[src/rtl/fifo_uart_tx_if.sv]
// FIFO read-port bundle between a synchronous FIFO and the UART drain that empties it.
interface fifo_uart_tx_if;

    // Handshake: the drain may raise fifo_rd_en only while fifo_empty is low; each high
    // cycle pops one byte, and the FIFO presents that byte on fifo_data one cycle later.
    // The read data carries no backpressure.
    logic       fifo_rd_en;
    logic       fifo_empty;
    logic [7:0] fifo_data;

    modport master (
        output fifo_rd_en,
        input  fifo_empty,
        input  fifo_data
    );

    modport slave (
        input  fifo_rd_en,
        output fifo_empty,
        output fifo_data
    );

endinterface

[src/rtl/fifo_uart_tx.sv]
// UART transmitter that pops bytes from a synchronous FIFO and sends 8-bit frames
// (start bit, LSB-first data, optional parity bit, stop bit) on a registered tx line.
module fifo_uart_tx #(
    parameter int CLKS_PER_BIT = 868,
    parameter bit PARITY_EN    = 1'b0,
    parameter bit PARITY_ODD   = 1'b0
) (
    input  logic            clk,
    input  logic            rst_n,
    input  logic            tx_en,
    fifo_uart_tx_if.master  fifo,
    output logic            tx,
    output logic            busy,
    output logic            frame_done,
    output logic [2:0]      state_dbg
);

    localparam int            BW        = $clog2(CLKS_PER_BIT);
    localparam logic [BW-1:0] BAUD_LAST = BW'(CLKS_PER_BIT - 1);

    typedef enum logic [2:0] {
        S_IDLE   = 3'd0,
        S_LOAD   = 3'd1,
        S_START  = 3'd2,
        S_DATA   = 3'd3,
        S_PARITY = 3'd4,
        S_STOP   = 3'd5
    } state_t;

    state_t        state, state_nxt;
    logic [BW-1:0] baud_cnt, baud_nxt;
    logic [2:0]    bit_idx, bit_nxt;
    logic [7:0]    shift_reg, shift_nxt;
    logic          parity_bit, parity_nxt;
    logic          tx_nxt;
    logic          bit_end;

    assign bit_end         = (baud_cnt == BAUD_LAST);
    assign fifo.fifo_rd_en = (state == S_IDLE) & tx_en & ~fifo.fifo_empty;
    assign busy            = (state != S_IDLE);
    assign frame_done      = (state == S_STOP) & bit_end;
    assign state_dbg       = state;

    always_ff @(posedge clk or negedge rst_n) begin
        if (!rst_n) begin
            state      <= S_IDLE;
            baud_cnt   <= '0;
            bit_idx    <= '0;
            shift_reg  <= '0;
            parity_bit <= 1'b0;
            tx         <= 1'b1;
        end else begin
            state      <= state_nxt;
            baud_cnt   <= baud_nxt;
            bit_idx    <= bit_nxt;
            shift_reg  <= shift_nxt;
            parity_bit <= parity_nxt;
            tx         <= tx_nxt;
        end
    end

    // tx is loaded one cycle ahead of each bit so it only moves on bit boundaries.
    always_comb begin
        state_nxt  = state;
        baud_nxt   = baud_cnt;
        bit_nxt    = bit_idx;
        shift_nxt  = shift_reg;
        parity_nxt = parity_bit;
        tx_nxt     = tx;

        unique case (state)
            S_IDLE: begin
                tx_nxt = 1'b1;
                if (fifo.fifo_rd_en) begin
                    state_nxt = S_LOAD;
                end
            end

            S_LOAD: begin
                shift_nxt  = fifo.fifo_data;
                parity_nxt = (^fifo.fifo_data) ^ PARITY_ODD;
                baud_nxt   = '0;
                bit_nxt    = '0;
                tx_nxt     = 1'b0;
                state_nxt  = S_START;
            end

            S_START: begin
                if (bit_end) begin
                    baud_nxt  = '0;
                    tx_nxt    = shift_reg[0];
                    shift_nxt = shift_reg >> 1;
                    state_nxt = S_DATA;
                end else begin
                    baud_nxt = baud_cnt + BW'(1);
                end
            end

            S_DATA: begin
                if (bit_end) begin
                    baud_nxt = '0;
                    if (bit_idx == 3'd7) begin
                        if (PARITY_EN) begin
                            tx_nxt    = parity_bit;
                            state_nxt = S_PARITY;
                        end else begin
                            tx_nxt    = 1'b1;
                            state_nxt = S_STOP;
                        end
                    end else begin
                        bit_nxt   = bit_idx + 3'd1;
                        tx_nxt    = shift_reg[0];
                        shift_nxt = shift_reg >> 1;
                    end
                end else begin
                    baud_nxt = baud_cnt + BW'(1);
                end
            end

            S_PARITY: begin
                if (bit_end) begin
                    baud_nxt  = '0;
                    tx_nxt    = 1'b1;
                    state_nxt = S_STOP;
                end else begin
                    baud_nxt = baud_cnt + BW'(1);
                end
            end

            S_STOP: begin
                tx_nxt = 1'b1;
                if (bit_end) begin
                    baud_nxt  = '0;
                    state_nxt = S_IDLE;
                end else begin
                    baud_nxt = baud_cnt + BW'(1);
                end
            end

            default: begin
                state_nxt = S_IDLE;
                tx_nxt    = 1'b1;
            end
        endcase
    end

    // A pop can only happen from IDLE, so it can never overlap the stop bit's last cycle.
    a_pop_only_idle: assert property (@(posedge clk) disable iff (!rst_n)
        fifo.fifo_rd_en |-> (state == S_IDLE));
    a_done_not_pop: assert property (@(posedge clk) disable iff (!rst_n)
        !(frame_done && fifo.fifo_rd_en));

endmodule
[src/flat_wrapper.sv]
// flat-port wrapper written by rule: the top's interface ports become plain ports
module fifo_uart_tx_flat 
#(
    parameter int CLKS_PER_BIT = 868,
    parameter bit PARITY_EN    = 1'b0,
    parameter bit PARITY_ODD   = 1'b0
)
  (clk, rst_n, tx_en, tx, busy, frame_done, state_dbg, fifo_fifo_rd_en, fifo_fifo_empty, fifo_fifo_data);
  fifo_uart_tx_if fifo_i ();
  input  logic clk;
  input  logic rst_n;
  input  logic tx_en;
  output logic tx;
  output logic busy;
  output logic frame_done;
  output logic [2:0] state_dbg;
  output wire logic [$bits(fifo_i.fifo_rd_en)-1:0] fifo_fifo_rd_en;
  input wire logic [$bits(fifo_i.fifo_empty)-1:0] fifo_fifo_empty;
  input wire logic [$bits(fifo_i.fifo_data)-1:0] fifo_fifo_data;
  assign fifo_fifo_rd_en = fifo_i.fifo_rd_en;
  assign fifo_i.fifo_empty = fifo_fifo_empty;
  assign fifo_i.fifo_data = fifo_fifo_data;
  fifo_uart_tx #(.CLKS_PER_BIT(CLKS_PER_BIT), .PARITY_EN(PARITY_EN), .PARITY_ODD(PARITY_ODD)) u_core (.clk(clk), .rst_n(rst_n), .tx_en(tx_en), .fifo(fifo_i), .tx(tx), .busy(busy), .frame_done(frame_done), .state_dbg(state_dbg));
endmodule
[config.mk]
export PLATFORM = sky130hd
export DESIGN_NAME = fifo_uart_tx_flat
export DESIGN_NICKNAME = d
export VERILOG_FILES = /design/src/rtl/fifo_uart_tx_if.sv /design/src/rtl/fifo_uart_tx.sv /design/src/flat_wrapper.sv
export SDC_FILE = /design/constraint.sdc
export NUM_CORES = 1
export LEC_CHECK = 0
export ABC_AREA = 1
export ABC_CLOCK_PERIOD_IN_PS = 1800
export CAP_MARGIN = 15
export CORE_UTILIZATION = 30
export CTS_CLUSTER_DIAMETER = 50
export DETAILED_ROUTE_END_ITERATION = 7
export PLACE_DENSITY = 0.59
export SLEW_MARGIN = 20
export SYNTH_ARGS = -nofsm -noshare
export SYNTH_HDL_FRONTEND = slang
export SYNTH_SLANG_ARGS = --single-unit
[constraint.sdc]
create_clock -name clk -period 1.8 [get_ports clk]
set_input_delay 0.54 -clock clk [delete_from_list [all_inputs] [get_ports clk]]
set_output_delay 0.54 -clock clk [all_outputs]
set_load 0.02 [all_outputs]
==> reports/summary.txt, run 1 <==
FLOW RUN
----------------------------------------------------------------------------------------
Maxcap violations                                                                      0

ROUTE
----------------------------------------------------------------------------------------
Per-cell routed wire length                                                 10.2 microns
Post-route DRC                                                                         0
Vias                                                                               1,416
1st-iter DRT viols                                                                   113
Number of search-and-repair iterations in the first detailed-routing pass              4
Number of nets still failing antenna checks after routing                              0
Drt total wl                                                                3280 microns
Mean number of vias per cell                                                        4.41

CRITICAL PATH
----------------------------------------------------------------------------------------
Startpoint Class                                                                    flop
Critical path startpoint                                                    u_core.baud_cnt[0]
Timing endpoint of the critical path                                          frame_done
Worst Path Max Fanout                                                                  2
Cell family with most CP delay                                              simple AND/OR/NAND/NOR gates
Buf/Inv on CP                                                                          1
Depth of the critical timing path with buffers and inverters included                  6
Worst r2r src                                                               u_core.baud_cnt[0]
Cell count of the worst reg-to-reg path                                                9
Required time of the worst setup path                                            1.26 ns
Worst setup path class                                                      flop to output port
Largest stage delay, worst path                                                  0.36 ns
Critical path, cell by cell                                                 ha_2 -> nand2_1 -> nor2_1 -> nand3_2 -> nor3_2 -> buf_4
Worst Setup End Kind                                                         output port
Arrival time at the worst endpoint                                               1.38 ns
Capture point of the worst reg-to-reg path                                  u_core.shift_reg[5]
Setup slack on the worst flop-to-flop path                                       0.22 ns
CP max-delay cell                                                           sky130_fd_sc_hd__dfrtp_1

STA
----------------------------------------------------------------------------------------
Share of the clock period used by the worst path after layout                       107%
Worst-Margin Slew                                                               0.335 ns
Final number of max-transition violations                                              0
Unrepaired setup endpoints after global routing                                     true
Worst Setup Slack, final                                                       -0.120 ns
Highest Clock Rate                                                               521 MHz
Largest clock skew in the final design                                        0.00345 ns
Rel. slew slack                                                                    77.6%
Final setup violation count                                                            1
Post-layout minimum cycle time                                                   1.92 ns
Fin. Hold Viols                                                                        0
Final setup TNS                                                                -0.120 ns

CTS
----------------------------------------------------------------------------------------
Clock buffer count from CTS                                                            3
Buffers from clock root to sink, at most                                               2
Number of clock sinks seen by CTS                                                     25
Clock transition at the registers of the reported paths                          0.10 ns
Number of hold buffers added after CTS                                                 0
Clock latency on the worst-skew pair                                             0.28 ns
CTS root buffer                                                             sky130_fd_sc_hd__clkbuf_8
H-Tree Depth                                                                           1
Clock tree from TritonCTS                                                          built

GRT
----------------------------------------------------------------------------------------
Global-route usage over all layers                                                 14.6%
Number of global-route vias before repair                                          1,386
Total gr overflow                                                                      0
Maximum number of pins on one net before global-route repair                          26
Initial antenna violation count                                                        0
First-pass GRT wire length                                                  6070 microns

LAYOUT
----------------------------------------------------------------------------------------
Fill cells                                                                           500
Layout cell share with drive strength beyond 1                                     26.0%
Final Instance Area                                                           2040 sq um
Non-Filler Instances                                                                 321
Flip-flop count of the largest register after layout                                  10
Layout Nets                                                                          270
Signed area change from the synthesized netlist to the final layout                35.0%
Total inserted antenna cells                                                           0

SYNTHESIS
----------------------------------------------------------------------------------------
Count of warnings emitted by yosys                                                     0
Nets in the synthesized netlist                                                      220
Synth area leaders                                                          sky130_fd_sc_hd__dfrtp_1 (40%), sky130_fd_sc_hd__nand2_1 (21%), sky130_fd_sc_hd__nand3_1 (6.3%), sky130_fd_sc_hd__inv_1 (3.2%), sky130_fd_sc_hd__o21ai_0 (2.6%)
Cells after synthesis                                                                205
#FFs+latches synth                                                                    25
Unique masters post-synth                                                             28
Average cell area after synthesis                                             7.39 sq um
Summed instance area of the synthesized netlist                               1510 sq um
Fraction of the yosys area taken by sequential cells                               41.4%
Area leader, netlist                                                        sky130_fd_sc_hd__dfrtp_1
Yosys top cell area share                                                          39.7%

PWR
----------------------------------------------------------------------------------------
IR drop worst, VDD                                                            0.000787 V
Leakage                                                                       0.00105 uW
Final Total Pwr                                                                  3090 uW
P per Cell Area                                                             1510 nW/um^2

STATUS
----------------------------------------------------------------------------------------
Run status                                                                  complete, but fails checks
Failing checks                                                              setup timing

PLACED DESIGN
----------------------------------------------------------------------------------------
Setup slack at placement                                                       -0.563 ns
Final weighted congestion in routability-driven placement                          0.880
Number of placed instances with taps included                                        317
Dpl cell area                                                                 1990 sq um
Half-perimeter wire length after placement                                  2470 microns
Port Buf Inserts                                                                      18

DIE
----------------------------------------------------------------------------------------
Initial standard-cell utilization of the core                                      31.6%
Die Outline Area                                                              5330 sq um
Core area                                                                     4790 sq um
Die X                                                                       73.0 microns
Number of primary I/O pins                                                            19
Chip height                                                                 73.0 microns
# rows                                                                                25

HOLD PATH
----------------------------------------------------------------------------------------
Class of the tightest hold or removal check                                 flop to flop

## layer usage
metal  global-route usage, %  vias to the layer above  wire length, microns
met2                    25.7                       22                  1530
met4                    2.61                        0                    17
li1                        -                      755                     -
met3                    3.31                        2                   123
met1                    18.3                      637                  1610
met5                       0                        -                     0
## how the worst min path moves through the flow
stage	start	to	slack (ns)	cells past startpoint
after detailed placement	u_core.shift_reg[1]	u_core.shift_reg[1]	0.46	2
after CTS	u_core.shift_reg[0]	u_core.shift_reg[0]	0.48	2
after floorplan	rst_n	u_core.baud_cnt[0]	0.24	0
after global routing	u_core.shift_reg[4]	u_core.shift_reg[4]	0.50	2
final	u_core.shift_reg[4]	u_core.shift_reg[4]	0.48	2
after global placement	u_core.shift_reg[3]	u_core.shift_reg[3]	0.45	2
## worst reg2reg max path, stage by stage (launching register included)
cell                      delay [ns]
sky130_fd_sc_hd__dfrtp_1        0.36
sky130_fd_sc_hd__ha_2           0.18
sky130_fd_sc_hd__buf_4          0.11
sky130_fd_sc_hd__inv_1          0.04
sky130_fd_sc_hd__nor3_1         0.15
sky130_fd_sc_hd__nand3_1        0.21
sky130_fd_sc_hd__nand2_4        0.21
sky130_fd_sc_hd__nand2_4        0.10
sky130_fd_sc_hd__nand2_1        0.08
sky130_fd_sc_hd__nand2_1        0.04
## Yosys cell counts
master	instances
sky130_fd_sc_hd__a21boi_0	1
sky130_fd_sc_hd__a21oi_1	5
sky130_fd_sc_hd__a21oi_4	1
sky130_fd_sc_hd__buf_4	1
sky130_fd_sc_hd__buf_6	1
sky130_fd_sc_hd__dfrtp_1	24
sky130_fd_sc_hd__dfstp_2	1
sky130_fd_sc_hd__ha_1	3
sky130_fd_sc_hd__inv_1	13
sky130_fd_sc_hd__inv_2	6
sky130_fd_sc_hd__inv_4	1
sky130_fd_sc_hd__nand2_1	83
sky130_fd_sc_hd__nand2_2	5
sky130_fd_sc_hd__nand2_4	2
sky130_fd_sc_hd__nand3_1	19
sky130_fd_sc_hd__nand3_2	1
sky130_fd_sc_hd__nand3b_1	2
sky130_fd_sc_hd__nand4_1	5
sky130_fd_sc_hd__nor2_1	10
sky130_fd_sc_hd__nor2_2	2
sky130_fd_sc_hd__nor2_4	1
sky130_fd_sc_hd__nor2_8	1
sky130_fd_sc_hd__nor3_1	3
sky130_fd_sc_hd__o21ai_0	8
sky130_fd_sc_hd__o21ai_1	1
sky130_fd_sc_hd__o21ai_4	1
sky130_fd_sc_hd__o22ai_1	2
sky130_fd_sc_hd__xor2_1	2
## logic make-up after synthesis
family	count (synthesis)	synth area share (%)
simple gates	134	40.5
compound gates	19	8.10
xor+xnor	2	1.16
buf+inv	22	6.36
flops	25	41.4
fa+ha+maj	3	2.48
## layout make-up
cell class / count / area [sq um] / area share [%]
Clock inverter: 1 / 7.51 / 0.367
Tap cell: 67 / 83.8 / 4.10
Clock buffer: 3 / 41.3 / 2.02
Inverter: 20 / 77.6 / 3.80
Multi-Input combinational cell: 158 / 823 / 40.3
Timing Repair Buffer: 47 / 380 / 18.6
Sequential cell: 25 / 629 / 30.8
## through the flow
step	hold WS [ns]	util, %
global placement	0.455	41.5
floorplan	0.244	-
detailed placement	0.459	41.5
global route	0.499	42.7
CTS	0.485	42.3
finish	0.478	42.7
## layout by cell type, fill, tap and decap left out, drive strengths merged
cell type | Yosys | final
o21ai | 10 | 10
clkbuf | 0 | 3
xor2 | 2 | 2
inv | 20 | 20
o22ai | 2 | 2
dfstp | 1 | 1
nand4 | 5 | 5
buf | 2 | 32
nor3 | 3 | 3
a21boi | 1 | 1
nor2 | 14 | 14
clkdlybuf4s50 | 0 | 9
nand3 | 20 | 20
ha | 3 | 3
nand2 | 90 | 90
dlygate4sd2 | 0 | 6
a21oi | 6 | 6
nand3b | 2 | 2
clkinvlp | 0 | 1
dfrtp | 24 | 24
## power by group
| part | total, uW | leakage, uW | internal [uW] | switching, uW |
|---|---|---|---|---|
| registers | 900 | 0.000316 | 783 | 117 |
| clock network | 358 | 0.0000217 | 157 | 200 |
| logic | 1830 | 0.000708 | 734 | 1100 |
## repair_timing
| action | 4_1_cts | 5_1_grt |
|---|---|---|
| resized for setup | 22 | 7 |
| setup endpoints to repair | 7 | 14 |
| cloned | 0 | 0 |
| endpoints found under the hold margin | 0 | 0 |
| buffers inserted | 0 | 0 |
No activity file was read; power rests on OpenSTA's default activity.
==> run 2: changes to the inputs <==
- RECOVER_POWER: not set -> 50
==> run 2 against run 1 <==
  * The run still ends with setup timing left
  * First-iteration DRC count stayed put
  * Clock skew about the same
  * Sequential cell count unchanged
  * Die area unchanged
  * Power fell by 0.34%
  * Clock power is essentially flat
  * Critical path depth is the same
==> reports/summary.txt, run 2 (same netlist as run 1, synthesis figures left out) <==
PLACED DESIGN
----------------------------------------------------------------------------------------
Port Buf Inserts                                                                      18   unchanged
Number of placed instances with taps included                                        317   unchanged
Half-perimeter wire length after placement                                  2470 microns   unchanged
Dpl cell area                                                                 1990 sq um   unchanged
Setup slack at placement                                                       -0.563 ns   unchanged
Final weighted congestion in routability-driven placement                          0.880   unchanged

STA
----------------------------------------------------------------------------------------
Unrepaired setup endpoints after global routing                                     true
Fin. Hold Viols                                                                        0   unchanged
Worst-Margin Slew                                                               0.648 ns   +0.313 ns
Share of the clock period used by the worst path after layout                       107%   about the same
Highest Clock Rate                                                               520 MHz   about the same
Post-layout minimum cycle time                                                   1.92 ns   +0.00171 ns
Rel. slew slack                                                                    56.8%   -21 points
Largest clock skew in the final design                                        0.00384 ns   +0.000388 ns
Worst Setup Slack, final                                                       -0.122 ns   -0.00171 ns
Final number of max-transition violations                                              0   unchanged
Final setup violation count                                                            1   unchanged

ROUTE
----------------------------------------------------------------------------------------
Post-route DRC                                                                         0   unchanged
Number of search-and-repair iterations in the first detailed-routing pass              4   unchanged
Number of nets still failing antenna checks after routing                              0   unchanged
Per-cell routed wire length                                                 10.2 microns   +0.15%
Vias                                                                               1,419   +0.21%
Drt total wl                                                                3290 microns   +0.15%
1st-iter DRT viols                                                                   113   unchanged
Mean number of vias per cell                                                        4.42   +0.21%

PWR
----------------------------------------------------------------------------------------
Final Total Pwr                                                                  3080 uW   -0.34%
IR drop worst, VDD                                                            0.000788 V   about the same
Leakage                                                                       0.00104 uW   -0.13%
P per Cell Area                                                             1510 nW/um^2   +0.15%

CTS
----------------------------------------------------------------------------------------
Buffers from clock root to sink, at most                                               2   unchanged
Clock buffer count from CTS                                                            3   unchanged
Number of clock sinks seen by CTS                                                     25   unchanged
Clock transition at the registers of the reported paths                          0.10 ns   about the same
CTS root buffer                                                             sky130_fd_sc_hd__clkbuf_8
Clock latency on the worst-skew pair                                             0.28 ns   about the same
H-Tree Depth                                                                           1   unchanged
Clock tree from TritonCTS                                                          built

GRT
----------------------------------------------------------------------------------------
Global-route usage over all layers                                                 14.6%   unchanged
Initial antenna violation count                                                        0   unchanged
Total gr overflow                                                                      0   unchanged
Maximum number of pins on one net before global-route repair                          26   unchanged
First-pass GRT wire length                                                  6070 microns   unchanged
Number of global-route vias before repair                                          1,386   unchanged

LAYOUT
----------------------------------------------------------------------------------------
Signed area change from the synthesized netlist to the final layout                34.3%
Fill cells                                                                           501   +0.20%
Flip-flop count of the largest register after layout                                  10   unchanged
Non-Filler Instances                                                                 321   unchanged
Layout cell share with drive strength beyond 1                                     26.0%   unchanged
Core occupancy in the finished layout                                              42.5%   -0.21 points
Area occupied by multi-input gates                                             816 sq um   -0.91%
Leading cell types in the layout, fill and taps excluded                    sky130_fd_sc_hd__nand2_1 (83), sky130_fd_sc_hd__buf_4 (30), sky130_fd_sc_hd__dfrtp_1 (22)
Layout Nets                                                                          270   unchanged
Final Instance Area                                                           2030 sq um   -0.49%
Combined flip-flop and latch cell area                                         629 sq um   unchanged
Most common cell after layout, fill and taps aside                          sky130_fd_sc_hd__nand2_1
Total inserted antenna cells                                                           0   unchanged

HOLD PATH
----------------------------------------------------------------------------------------
Hold Path Sink                                                              u_core.shift_reg[4]
Start point of the worst min-delay path                                     u_core.shift_reg[4]
Worst hold path cell count                                                             2   unchanged
Class of the tightest hold or removal check                                 flop to flop

CRITICAL PATH
----------------------------------------------------------------------------------------
Startpoint Class                                                                    flop
Arrival time at the worst endpoint                                               1.38 ns   about the same
Worst r2r src                                                               u_core.baud_cnt[0]
Cell count of the worst reg-to-reg path                                                9   unchanged
Worst Path Max Fanout                                                                  2   unchanged
Setup slack on the worst flop-to-flop path                                       0.22 ns   about the same
Worst setup path class                                                      flop to output port
Capture point of the worst reg-to-reg path                                  u_core.shift_reg[5]
Critical path startpoint                                                    u_core.baud_cnt[0]
Worst Setup End Kind                                                         output port
Required time of the worst setup path                                            1.26 ns   about the same

DIE
----------------------------------------------------------------------------------------
Chip height                                                                 73.0 microns   unchanged
Die X                                                                       73.0 microns   unchanged
# rows                                                                                25   unchanged
Number of primary I/O pins                                                            19   unchanged
Die Outline Area                                                              5330 sq um   unchanged
Initial standard-cell utilization of the core                                      31.6%   unchanged
Core area                                                                     4790 sq um   unchanged

FLOW RUN
----------------------------------------------------------------------------------------
Maxcap violations                                                                      0   unchanged

STATUS
----------------------------------------------------------------------------------------
Failing checks                                                              setup timing
Run status                                                                  complete, but fails checks

==> run 2: cell count changes in the layout (fill, tap and decap cells not counted), sizes merged <==
cell           change
dlygate4sd3        +1
buf                -1
clkbuf             +1
clkdlybuf4s50      -1
==> run 2: layout make-up <==
| cell class | instances | area share [%] |
|---|---|---|
| Clock inverter | 1 | 0.369 |
| Multi-Input combinational cell | 158 | 40.1 |
| Timing Repair Buffer | 47 | 18.6 |
| Inverter | 20 | 3.82 |
| Sequential cell | 25 | 31.0 |
| Clock buffer | 3 | 2.03 |
| Tap cell | 67 | 4.12 |
==> run 2: critical path, cell delays in order, from the launching register on <==
cell	delay, ns
sky130_fd_sc_hd__dfrtp_1	0.36
sky130_fd_sc_hd__ha_2	0.18
sky130_fd_sc_hd__nand2_1	0.05
sky130_fd_sc_hd__nor2_1	0.12
sky130_fd_sc_hd__nand3_2	0.08
sky130_fd_sc_hd__nor3_2	0.14
sky130_fd_sc_hd__buf_4	0.17
==> run 2: worst max path at each step <==
stage	cells after the start	slack [ns]	end
after floorplan	5	-0.03	fifo_fifo_rd_en
after global routing	6	-0.22	frame_done
after detailed placement	4	-0.56	fifo_fifo_rd_en
final	6	-0.12	frame_done
after global placement	4	-0.55	fifo_fifo_rd_en
after CTS	6	-0.13	frame_done
==> run 2: through the flow <==
step | setup TNS, ns | hold slack, ns
6_report | -0.122 | 0.478
5_1_grt | -0.277 | 0.499
4_1_cts | -0.143 | 0.485
3_5_place_dp | -0.850 | 0.459
3_3_place_gp | -0.812 | 0.455
2_1_floorplan | -0.0260 | 0.244
==> run 2: repair_timing <==
action,in CTS,in global routing
setup buffers,0,0
setup endpoints to repair,7,14
hold buffers,0,0
resized for setup,22,7
==> run 2: power breakdown <==
| group | total (uW) | internal [uW] | switching, uW |
|---|---|---|---|
| logic | 1820 | 727 | 1100 |
| clock network | 357 | 157 | 200 |
| registers | 900 | 783 | 117 |
==> run 2: routing by layer <==
metal | part of all wire (%) | global-route usage [%]
met5 | 0 | 0
met4 | 0.52 | 2.61
met3 | 3.5 | 3.31
met2 | 46 | 25.7
met1 | 50 | 18.3
